**config.mk**
```make
export PLATFORM = sky130hd
export DESIGN_NAME = axi_aw_w_arbiter
export DESIGN_NICKNAME = d
export VERILOG_FILES = /design/src/rtl/axi_aw_w_arbiter.sv
export SDC_FILE = /design/constraint.sdc
export NUM_CORES = 1
export LEC_CHECK = 0
export ABC_AREA = 0
export BUFFER_PORTS_ARGS = -buffer_cell sky130_fd_sc_hd__buf_2
export CAP_MARGIN = 20
export CORE_AREA = 2 2 187 189
export DETAILED_ROUTE_END_ITERATION = 8
export DIE_AREA = 0 0 189 191
export GPL_ROUTABILITY_DRIVEN = 1
export PLACE_DENSITY = 0.49
export SLEW_MARGIN = 20
export SYNTH_ARGS = -nofsm -noshare
export SYNTH_HDL_FRONTEND = slang
export SYNTH_SLANG_ARGS = --single-unit
```
**constraint.sdc**
```tcl
create_clock -name clk -period 2.35 [get_ports clk]
set_input_delay 0.235 -clock clk [delete_from_list [all_inputs] [get_ports clk]]
set_output_delay 0.235 -clock clk [all_outputs]
set_load 0.01 [all_outputs]
```
**src/rtl/axi_aw_w_arbiter.sv**
```systemverilog
// Round-robin arbiter sharing one AXI4 write path (AW/W/B) among requesters; index prepended to AWID.
// Latency: 1 cycle request->m_axi_awvalid; W and B paths combinational; one IDLE cycle between bursts.
// Backpressure: AW stalls while out_cnt is at C_MAX_OUTSTANDING; W/B readies pass straight through.
module axi_aw_w_arbiter #(
    parameter int C_NUM_MASTERS     = 4,
    parameter int C_ADDR_WIDTH      = 32,
    parameter int C_DATA_WIDTH      = 32,
    parameter int C_STRB_WIDTH      = C_DATA_WIDTH / 8,
    parameter int C_ID_WIDTH        = 4,
    parameter int C_IDX_WIDTH       = $clog2(C_NUM_MASTERS),
    parameter int C_MAX_OUTSTANDING = 8
) (
    input  logic                                    clk,
    input  logic                                    reset,
    input  logic [C_NUM_MASTERS*C_ID_WIDTH-1:0]     s_axi_awid,
    input  logic [C_NUM_MASTERS*C_ADDR_WIDTH-1:0]   s_axi_awaddr,
    input  logic [C_NUM_MASTERS*8-1:0]              s_axi_awlen,
    input  logic [C_NUM_MASTERS-1:0]                s_axi_awvalid,
    output logic [C_NUM_MASTERS-1:0]                s_axi_awready,
    input  logic [C_NUM_MASTERS*C_DATA_WIDTH-1:0]   s_axi_wdata,
    input  logic [C_NUM_MASTERS*C_STRB_WIDTH-1:0]   s_axi_wstrb,
    input  logic [C_NUM_MASTERS-1:0]                s_axi_wlast,
    input  logic [C_NUM_MASTERS-1:0]                s_axi_wvalid,
    output logic [C_NUM_MASTERS-1:0]                s_axi_wready,
    output logic [C_NUM_MASTERS*C_ID_WIDTH-1:0]     s_axi_bid,
    output logic [C_NUM_MASTERS*2-1:0]              s_axi_bresp,
    output logic [C_NUM_MASTERS-1:0]                s_axi_bvalid,
    input  logic [C_NUM_MASTERS-1:0]                s_axi_bready,
    output logic [C_IDX_WIDTH+C_ID_WIDTH-1:0]       m_axi_awid,
    output logic [C_ADDR_WIDTH-1:0]                 m_axi_awaddr,
    output logic [7:0]                              m_axi_awlen,
    output logic                                    m_axi_awvalid,
    input  logic                                    m_axi_awready,
    output logic [C_DATA_WIDTH-1:0]                 m_axi_wdata,
    output logic [C_STRB_WIDTH-1:0]                 m_axi_wstrb,
    output logic                                    m_axi_wlast,
    output logic                                    m_axi_wvalid,
    input  logic                                    m_axi_wready,
    input  logic [C_IDX_WIDTH+C_ID_WIDTH-1:0]       m_axi_bid,
    input  logic [1:0]                              m_axi_bresp,
    input  logic                                    m_axi_bvalid,
    output logic                                    m_axi_bready,
    output logic [C_IDX_WIDTH-1:0]                  grant_idx,
    output logic                                    busy,
    output logic                                    bid_err
);
    localparam int         MID_W   = C_IDX_WIDTH + C_ID_WIDTH;
    localparam logic [7:0] MAX_OUT = 8'(C_MAX_OUTSTANDING);
    localparam logic [C_IDX_WIDTH-1:0] LAST_IDX = C_IDX_WIDTH'(C_NUM_MASTERS - 1);

    typedef enum logic [1:0] {IDLE, ADDR, DATA} state_t;

    typedef struct packed {
        logic [MID_W-1:0]        id;
        logic [C_ADDR_WIDTH-1:0] addr;
        logic [7:0]              len;
    } aw_t;

    state_t                 state, state_nxt;
    aw_t                    aw_q;
    logic [C_IDX_WIDTH-1:0] rr_ptr, grant_q, pick, b_idx;
    logic                   pick_vld, arb_ok, aw_hs, b_hs, b_idx_ok, w_hs_last;
    logic [7:0]             out_cnt;

    // First requester with awvalid at or above rr_ptr, wrapping; descending loop so the nearest wins.
    always_comb begin : rr_search
        int j;
        j        = 0;
        pick     = '0;
        pick_vld = 1'b0;
        for (int k = C_NUM_MASTERS - 1; k >= 0; k--) begin
            j = int'(rr_ptr) + k;
            if (j >= C_NUM_MASTERS) j = j - C_NUM_MASTERS;
            if (s_axi_awvalid[C_IDX_WIDTH'(j)]) begin
                pick     = C_IDX_WIDTH'(j);
                pick_vld = 1'b1;
            end
        end
    end

    assign arb_ok    = pick_vld && (out_cnt < MAX_OUT);
    assign aw_hs     = (state == ADDR) && m_axi_awready;
    assign w_hs_last = s_axi_wvalid[grant_q] && m_axi_wready && s_axi_wlast[grant_q];

    always_comb begin
        state_nxt     = state;
        s_axi_awready = '0;
        s_axi_wready  = '0;
        m_axi_awvalid = 1'b0;
        m_axi_wvalid  = 1'b0;
        case (state)
            IDLE: begin
                if (arb_ok) begin
                    s_axi_awready[pick] = 1'b1;
                    state_nxt           = ADDR;
                end
            end
            ADDR: begin
                m_axi_awvalid = 1'b1;
                if (m_axi_awready) state_nxt = DATA;
            end
            DATA: begin
                m_axi_wvalid           = s_axi_wvalid[grant_q];
                s_axi_wready[grant_q]  = m_axi_wready;
                if (w_hs_last) state_nxt = IDLE;
            end
            default: state_nxt = IDLE;
        endcase
        // Handshake outputs stay quiet for the whole reset cycle, not just after it.
        if (reset) begin
            s_axi_awready = '0;
            s_axi_wready  = '0;
            m_axi_awvalid = 1'b0;
            m_axi_wvalid  = 1'b0;
        end
    end

    always_ff @(posedge clk) begin
        if (reset) begin
            state   <= IDLE;
            rr_ptr  <= '0;
            grant_q <= '0;
            aw_q    <= '0;
            out_cnt <= '0;
            bid_err <= 1'b0;
        end else begin
            state <= state_nxt;
            if (state == IDLE && arb_ok) begin
                grant_q   <= pick;
                rr_ptr    <= (pick == LAST_IDX) ? '0 : pick + 1'b1;
                aw_q.id   <= {pick, s_axi_awid[pick*C_ID_WIDTH +: C_ID_WIDTH]};
                aw_q.addr <= s_axi_awaddr[pick*C_ADDR_WIDTH +: C_ADDR_WIDTH];
                aw_q.len  <= s_axi_awlen[pick*8 +: 8];
            end
            if (aw_hs && !b_hs)
                out_cnt <= out_cnt + 8'd1;
            else if (!aw_hs && b_hs && out_cnt != 8'd0)
                out_cnt <= out_cnt - 8'd1;
            bid_err <= b_hs && !b_idx_ok;
        end
    end

    assign m_axi_awid   = aw_q.id;
    assign m_axi_awaddr = aw_q.addr;
    assign m_axi_awlen  = aw_q.len;
    assign m_axi_wdata  = s_axi_wdata[grant_q*C_DATA_WIDTH +: C_DATA_WIDTH];
    assign m_axi_wstrb  = s_axi_wstrb[grant_q*C_STRB_WIDTH +: C_STRB_WIDTH];
    assign m_axi_wlast  = s_axi_wlast[grant_q];
    assign grant_idx    = grant_q;
    assign busy         = (state != IDLE);

    // B path: index bits pick the requester; out-of-range indices are sunk so the slave never stalls.
    assign b_idx    = m_axi_bid[MID_W-1 -: C_IDX_WIDTH];
    assign b_idx_ok = 32'(b_idx) < 32'(C_NUM_MASTERS);
    assign b_hs     = m_axi_bvalid && m_axi_bready;

    assign s_axi_bid   = {C_NUM_MASTERS{m_axi_bid[C_ID_WIDTH-1:0]}};
    assign s_axi_bresp = {C_NUM_MASTERS{m_axi_bresp}};

    always_comb begin
        s_axi_bvalid = '0;
        m_axi_bready = 1'b1;
        if (b_idx_ok) begin
            s_axi_bvalid[b_idx] = m_axi_bvalid;
            m_axi_bready        = s_axi_bready[b_idx];
        end
    end
endmodule

```
* Yosys cells after proc, flatten, opt, wreduce, memory -nomap -nowiden
Index checks and enable logic that the tools add are counted.
** Storage, ports and cells
- Flip-flop bits (word level) :: 60
- Bits of input ports :: 349
- Output and inout port bits :: 126
- Logic and storage cells :: 116
** Operators by class
- Add/subtract/negate cells :: 10
- Order comparisons :: 15
- Eq/ne operators :: 6
- Shifts and indexed selects :: 5
- Mux-type cells :: 52
- Bitwise logic cells :: 2
- Reduce and logical (&&, ||, !) cells :: 19
** Operators by type and width (count)
- indexed part select 128 x 8 -> 32 bit :: 2
- indexed part select 16 x 5 -> 4 bit :: 2
- indexed part select 32 x 6 -> 8 bit :: 1
- two-way mux 2 bit :: 12
- two-way mux 1 bit :: 22
- two-way mux 4 bit :: 5
- < comparator 2 x 4 -> 1 bit (second input constant) :: 4
- two-way mux 8 bit :: 2
- binary-select mux 1 bit (select 2 bit) :: 7
- logical AND 1 bit :: 12
- greater-or-equal comparator 3 bit (second input constant) :: 3
- < comparator 2 x 3 -> 1 bit (second input constant) :: 3
- adder 8 x 1 -> 8 bit (second input constant) :: 1
- bitwise AND 4 bit :: 2
- < comparator 8 x 4 -> 1 bit (second input constant) :: 1
- nonzero test 8 bit :: 1
- subtractor 2 x 1 -> 2 bit (second input constant) :: 4
- subtractor 8 x 1 -> 8 bit (second input constant) :: 1
- adder 2 x 2 -> 3 bit (second input constant) :: 2
- demux 1 bit (select 2 bit) :: 3
- greater-or-equal comparator 2 x 1 -> 1 bit (second input constant) :: 3
- != test 2 bit (second input constant) :: 3
- one-hot mux 2 bit (3 select lines) :: 1
- equality test 2 bit (second input constant) :: 2
- 8 further kinds :: 10

* Longest topological paths before layout
- Depth in word-level cells :: 17
- Depth in mapped cells :: 10
- Mapped depth without buffers :: 9

* Least setup slack after synthesis
OpenSTA, ideal clock, no wires.
- Kind :: input -> register
- Start :: in m_axi_bid[5]
- End :: reg out_cnt[5]
- Setup time :: 0.071 ns
- Arrival time :: 2.460 ns
- Required time :: 2.279 ns
- Slack :: -0.180 ns
- Cell stages on the path :: 9
- Buffers on the path :: 0
- Cells stage by stage :: mux2i_1 -> o22ai_1 -> or2_2 -> ha_1 -> a211oi_1 -> nor2_1 -> or4b_2 -> a41o_1 -> a21oi_1
** Between the ends
- Word-level cells in the longest chain between the ends :: 6
- Elaborated cells on any way between the ends :: 9
- Those cells by class :: 3 x mux; 6 x reduce/logical
** RTL lines
- start, declared :: line 39 : input logic [C_IDX_WIDTH+C_ID_WIDTH-1:0] m_axi_bid,
- binary-select mux 1 bit (select 2 bit) (*) :: line 165 : m_axi_bready = s_axi_bready[b_idx];
- two-way mux 1 bit (implied by the code) (*) :: line 165
- logical AND 1 bit (*) :: line 155 : assign b_hs = m_axi_bvalid && m_axi_bready;
- logical NOT 1 bit / logical AND 1 bit (equally long branches) :: line 135, 137
- logical AND 1 bit (on tied branches) :: line 135, 137
- two-way mux 8 bit / nonzero test 2 bit (equally long branches)
- end signal, assigned :: line 136 : out_cnt <= out_cnt + 8'd1;
- end signal, assigned :: line 138 : out_cnt <= out_cnt - 8'd1;
- end, declared :: line 63 : logic [7:0] out_cnt;
Mark *: on every way between the ends. The rest lies on a longest branch, timed or not. The select of a mux whose other input is x is not followed.
A chain may end at the register's enable or synchronous reset.

* Worst setup path in the final report
- Start :: reg state[1]
- End :: reg out_cnt[6]
** Between the ends
- Word-level cells in the longest chain between the ends :: 6
- Elaborated cells on any way between the ends :: 8
- Those cells by class :: 1 x eq/ne; 1 x mux; 6 x reduce/logical
** RTL lines
- start, declared :: line 59 : state_t state, state_nxt;
- start signal, assigned :: line 127 : state <= state_nxt;
- equality test 2 x 1 -> 1 bit (*) :: line 82 : assign aw_hs = (state == ADDR) && m_axi_awready;
- logical AND 1 bit (*) :: line 82
- logical NOT 1 bit :: line 137 : else if (!aw_hs && b_hs && out_cnt != 8'd0)
- logical AND 1 bit (2 in series) :: line 137
- nonzero test 2 bit (no line)
Mark *: on every way between the ends. The rest lies on a longest branch, timed or not.

==> impl_metrics.xml <==
<?xml version="1.0" encoding="UTF-8"?>
<metrics>
  <group name="route">
    <metric name="final_antenna_net_count" unit="">0</metric>
    <metric name="drt_drc_violations_left" unit="">0</metric>
    <metric name="dr.pass1.iters" unit="">4</metric>
    <metric name="drt_iter0_markers" unit="">164</metric>
    <metric name="dr_total_vias" unit="">5986</metric>
    <metric name="post_drt_wl_per_cell" unit="um">17.2</metric>
    <metric name="drt-total-wl" unit="mm">24.0</metric>
    <metric name="drt-vias-per-instance" unit="">4.30</metric>
  </group>
  <group name="clocking">
    <metric name="cts_sinks" unit="">58</metric>
    <metric name="cts_hold_repair.buffers" unit="">0</metric>
    <metric name="cts-buffers-inserted" unit="">9</metric>
    <metric name="cts_root_buf" unit="">clkbuf_16</metric>
    <metric name="cts_tree" unit="">yes</metric>
    <metric name="latest_clock_arrival_within_the_worst_skew_pair" unit="ns">0.34</metric>
    <metric name="h-tree-depth" unit="">3</metric>
    <metric name="clock_pin_slew_on_the_worst_setup_and_hold_paths" unit="ns">0.06</metric>
    <metric name="clock_path_buffers" unit="">2</metric>
  </group>
  <group name="sta">
    <metric name="relSlewSlack" unit="%">62.4</metric>
    <metric name="final.hold.worst_slack" unit="ns">0.130</metric>
    <metric name="max_slew.worst_pin.slew" unit="ns">0.557</metric>
    <metric name="finalClockSkew" unit="ns">0.0102</metric>
    <metric name="finalMaxSlewViolations" unit="">0</metric>
    <metric name="rsz0062_at_grt" unit="">true</metric>
    <metric name="period_needed" unit="ns">2.30</metric>
    <metric name="clock.fmax" unit="GHz">0.434</metric>
    <metric name="report.final.hold_viol_count" unit="">0</metric>
    <metric name="final.period_utilization" unit="%">98.0</metric>
    <metric name="final_setup_vio_count" unit="">0</metric>
  </group>
  <group name="critical_path">
    <metric name="timing.critical_path.fanout_max" unit="">8</metric>
    <metric name="critical_path.startpoint_type" unit="">register</metric>
    <metric name="critical_path.cell_chain" unit="">nand3b_1 &gt; or2_4 &gt; fa_2 &gt; a211oi_2 &gt; nor2_1 &gt; or4_1 &gt; a41o_1 &gt; a21oi_2</metric>
    <metric name="crit-reg2reg-launch" unit="">state[1]</metric>
    <metric name="critPathCaptureType" unit="">register</metric>
    <metric name="critical-path-top-delay-family" unit="">simple AND/OR/NAND/NOR gates</metric>
    <metric name="critical_path_arrival" unit="ns">2.58</metric>
    <metric name="crit_end" unit="">out_cnt[6]</metric>
    <metric name="cp_slowest_cell" unit="">or4_1</metric>
    <metric name="path_buf_inv" unit="">0</metric>
    <metric name="crit-reg2reg-capture" unit="">out_cnt[6]</metric>
    <metric name="timing.reg2reg.worst_path_depth" unit="">8</metric>
    <metric name="setup.worst_path.class" unit="">register to register</metric>
    <metric name="critical_path.max_stage_delay" unit="ns">0.40</metric>
    <metric name="worst_ep_required_time" unit="ns">2.63</metric>
    <metric name="setup.reg_to_reg.worst_slack" unit="ns">0.05</metric>
    <metric name="timing.critical_path.depth" unit="">8</metric>
    <metric name="crit_start" unit="">state[1]</metric>
  </group>
  <group name="flow_run">
    <metric name="cap_viol_max_count" unit="">0</metric>
  </group>
  <group name="yosys">
    <metric name="netlist.area_leader.share" unit="%">23.2</metric>
    <metric name="synth_area_leader_cell" unit="">dfxtp_1</metric>
    <metric name="synthTopCellsByCount" unit="">75 x mux2i_1, 58 x dfxtp_1, 47 x a211oi_1</metric>
    <metric name="yosys_warnings" unit="">0</metric>
    <metric name="mappedNetlistArea" unit="sq um">4990</metric>
    <metric name="synth_cell_types" unit="">53</metric>
    <metric name="async_flop_share" unit="%">0</metric>
    <metric name="synth-seq-cells" unit="">58</metric>
    <metric name="seq_area_frac_synth" unit="%">23.2</metric>
    <metric name="synth_nets" unit="">846</metric>
    <metric name="synth-main-ff-cell" unit="">dfxtp_1</metric>
    <metric name="synth_enable_flop_cells" unit="">0</metric>
    <metric name="yosys.cell_count.top_type" unit="">mux2i_1</metric>
    <metric name="post_synth.cell_area_avg" unit="sq um">10.3</metric>
    <metric name="synth_area_leaders" unit="">dfxtp_1 23%, mux4_2 17%, mux2i_1 15%</metric>
    <metric name="postSynthCellCount" unit="">486</metric>
  </group>
  <group name="floorplan">
    <metric name="die_y" unit="um">191</metric>
    <metric name="dieArea" unit="sq um">36100</metric>
    <metric name="floorplan.initialDensity" unit="%">14.6</metric>
    <metric name="dieWidth" unit="um">189</metric>
    <metric name="io_pins" unit="">475</metric>
    <metric name="core_area" unit="sq um">34100</metric>
    <metric name="row_count" unit="">68</metric>
  </group>
  <group name="cells_and_area">
    <metric name="nNetsFinal" unit="">1291</metric>
    <metric name="synthToLayoutAreaGrowth" unit="%">69.5</metric>
    <metric name="final_design_area_no_fill" unit="sq um">8460</metric>
    <metric name="drive_above_1_share" unit="%">66.4</metric>
  </group>
  <group name="run_status">
    <metric name="status" unit="">finished, final reports clean</metric>
  </group>
  <group name="place">
    <metric name="place.gp.congestion" unit="">0.839</metric>
    <metric name="portBuffers" unit="">443</metric>
    <metric name="place_hpwl" unit="mm">19.9</metric>
    <metric name="placement.cell_area" unit="sq um">7980</metric>
  </group>
  <group name="grt">
    <metric name="track_usage" unit="%">12.6</metric>
    <metric name="globalRoute.totalOverflow" unit="">0</metric>
    <metric name="antenna_found_initial" unit="">2</metric>
    <metric name="first_global_vias" unit="">5928</metric>
    <metric name="grt_max_degree" unit="">33</metric>
    <metric name="wire_length_of_the_first_global_routing_pass" unit="mm">34.5</metric>
  </group>
  <group name="power">
    <metric name="power_density" unit="nW/um^2">993</metric>
    <metric name="p_leak" unit="nW">3.90</metric>
    <metric name="power.ir.vdd_worst" unit="mV">0.438</metric>
  </group>
  <group name="min_path">
    <metric name="worstHoldPathType" unit="">input port to register</metric>
    <metric name="hold_depth" unit="">2</metric>
  </group>
</metrics>
==> cells by family (layout without fill, tap and decap cells) <==
logic type                 after synthesis  count (layout)  synth area share (%)
and+or+nand+nor                         97              97                  10.7
xor gates and xnor gates                 2               2                 0.351
other                                    1               3                0.0751
muxes                                  115             115                  32.7
adders and majority gates               11              11                  2.91
DFF                                     58              58                  23.2
AOI/OAI and AO/OA                      120             120                  21.1
buffers and inverters                   82             531                  8.89
==> final cells by class <==
type	count	area [sq um]
Antenna cell	2	5.00
Clock buffer	12	246
Clock inverter	3	40.0
Fill cell	3731	25700
Inverter	9	33.8
Multi-Input combinational cell	346	3600
Sequential cell	58	1170
Tap cell	455	569
Timing Repair Buffer	507	2810
==> through the flow <==
step / power (mW) / setup WS (ns) / util (%) / TNS [ns] / instances
final: 8.41 / 0.0466 / 24.8 / 0 / 1392
after CTS: 8.41 / -0.00527 / 24.4 / -0.00527 / 1384
after global placement: 6.82 / -0.278 / 23.4 / -0.895 / 1366
after global routing: 9.01 / -0.0678 / 24.8 / -0.116 / 1391
after detailed placement: 6.84 / -0.339 / 23.4 / -1.40 / 1366
after floorplan: 4.72 / -0.0156 / - / -0.0169 / 486
==> state kept, by name (all words and copies together), names as in the netlist <==
signal        count
m_axi_awid        6
m_axi_awaddr     32
rr_ptr            2
m_axi_awlen       8
state             2
out_cnt           8
==> layout by cell type, fill, tap and decap left out, types with 3 or more instances in the layout <==
cell,netlist,layout
nand2_1,14,14
nor3b_1,3,3
and3_4,0,4
buf_6,3,6
buf_2,7,439
inv_1,9,7
clkbuf_16,0,9
o221ai_1,23,23
mux4_2,38,38
nor2_1,20,17
buf_4,28,56
mux2i_1,75,73
nor2b_1,3,3
or4_4,0,3
nand3b_1,3,3
a21oi_1,11,10
dfxtp_2,0,3
o221ai_2,21,21
ha_1,10,5
o21ai_0,4,3
a211oi_1,47,45
ha_4,0,4
buf_12,0,6
dfxtp_1,58,54
nand3_1,24,24
==> report_power, final <==
group / total [mW] / internal, mW / switching [mW]
registers: 1.61 / 1.31 / 0.302
logic: 5.47 / 2.77 / 2.71
clock network: 1.32 / 0.840 / 0.484
==> worst register-to-register path, stage by stage (launching register included) <==
cell and delay [ns]:
dfxtp_1 0.30, nand3b_1 0.16, or2_4 0.32, fa_2 0.40, a211oi_2 0.23, nor2_1 0.10
or4_1 0.40, a41o_1 0.21, a21oi_2 0.13
==> what timing repair did <==
action | in CTS | in global routing
pin swaps | 2 | 4
buffers inserted | 3 | 6
resized for setup | 15 | 14
endpoints found under the setup margin | 31 | 16
gates cloned | 0 | 0
==> layer usage <==
layer	part of all wire (%)	vias to the layer above	wire length [um]	track usage, %
met4	1.4	2	338	3.13
li1	-	2821	-	-
met3	7.1	22	1690	3.14
met5	0.054	-	13	0
met2	51	271	12100	22.9
met1	41	2870	9770	14.8
==> worst min path at each step <==
stage	startpoint	endpoint	slack, ns
after global routing	reset	out_cnt[1]	0.13
after floorplan	s_axi_awaddr[60]	m_axi_awaddr[28]	0.43
final	reset	out_cnt[0]	0.13
after detailed placement	m_axi_awaddr[25]	m_axi_awaddr[25]	0.47
after global placement	m_axi_bid[1]	s_axi_bid[5]	0.47
after CTS	reset	out_cnt[0]	0.11
Power figures use the tool's default switching activity.
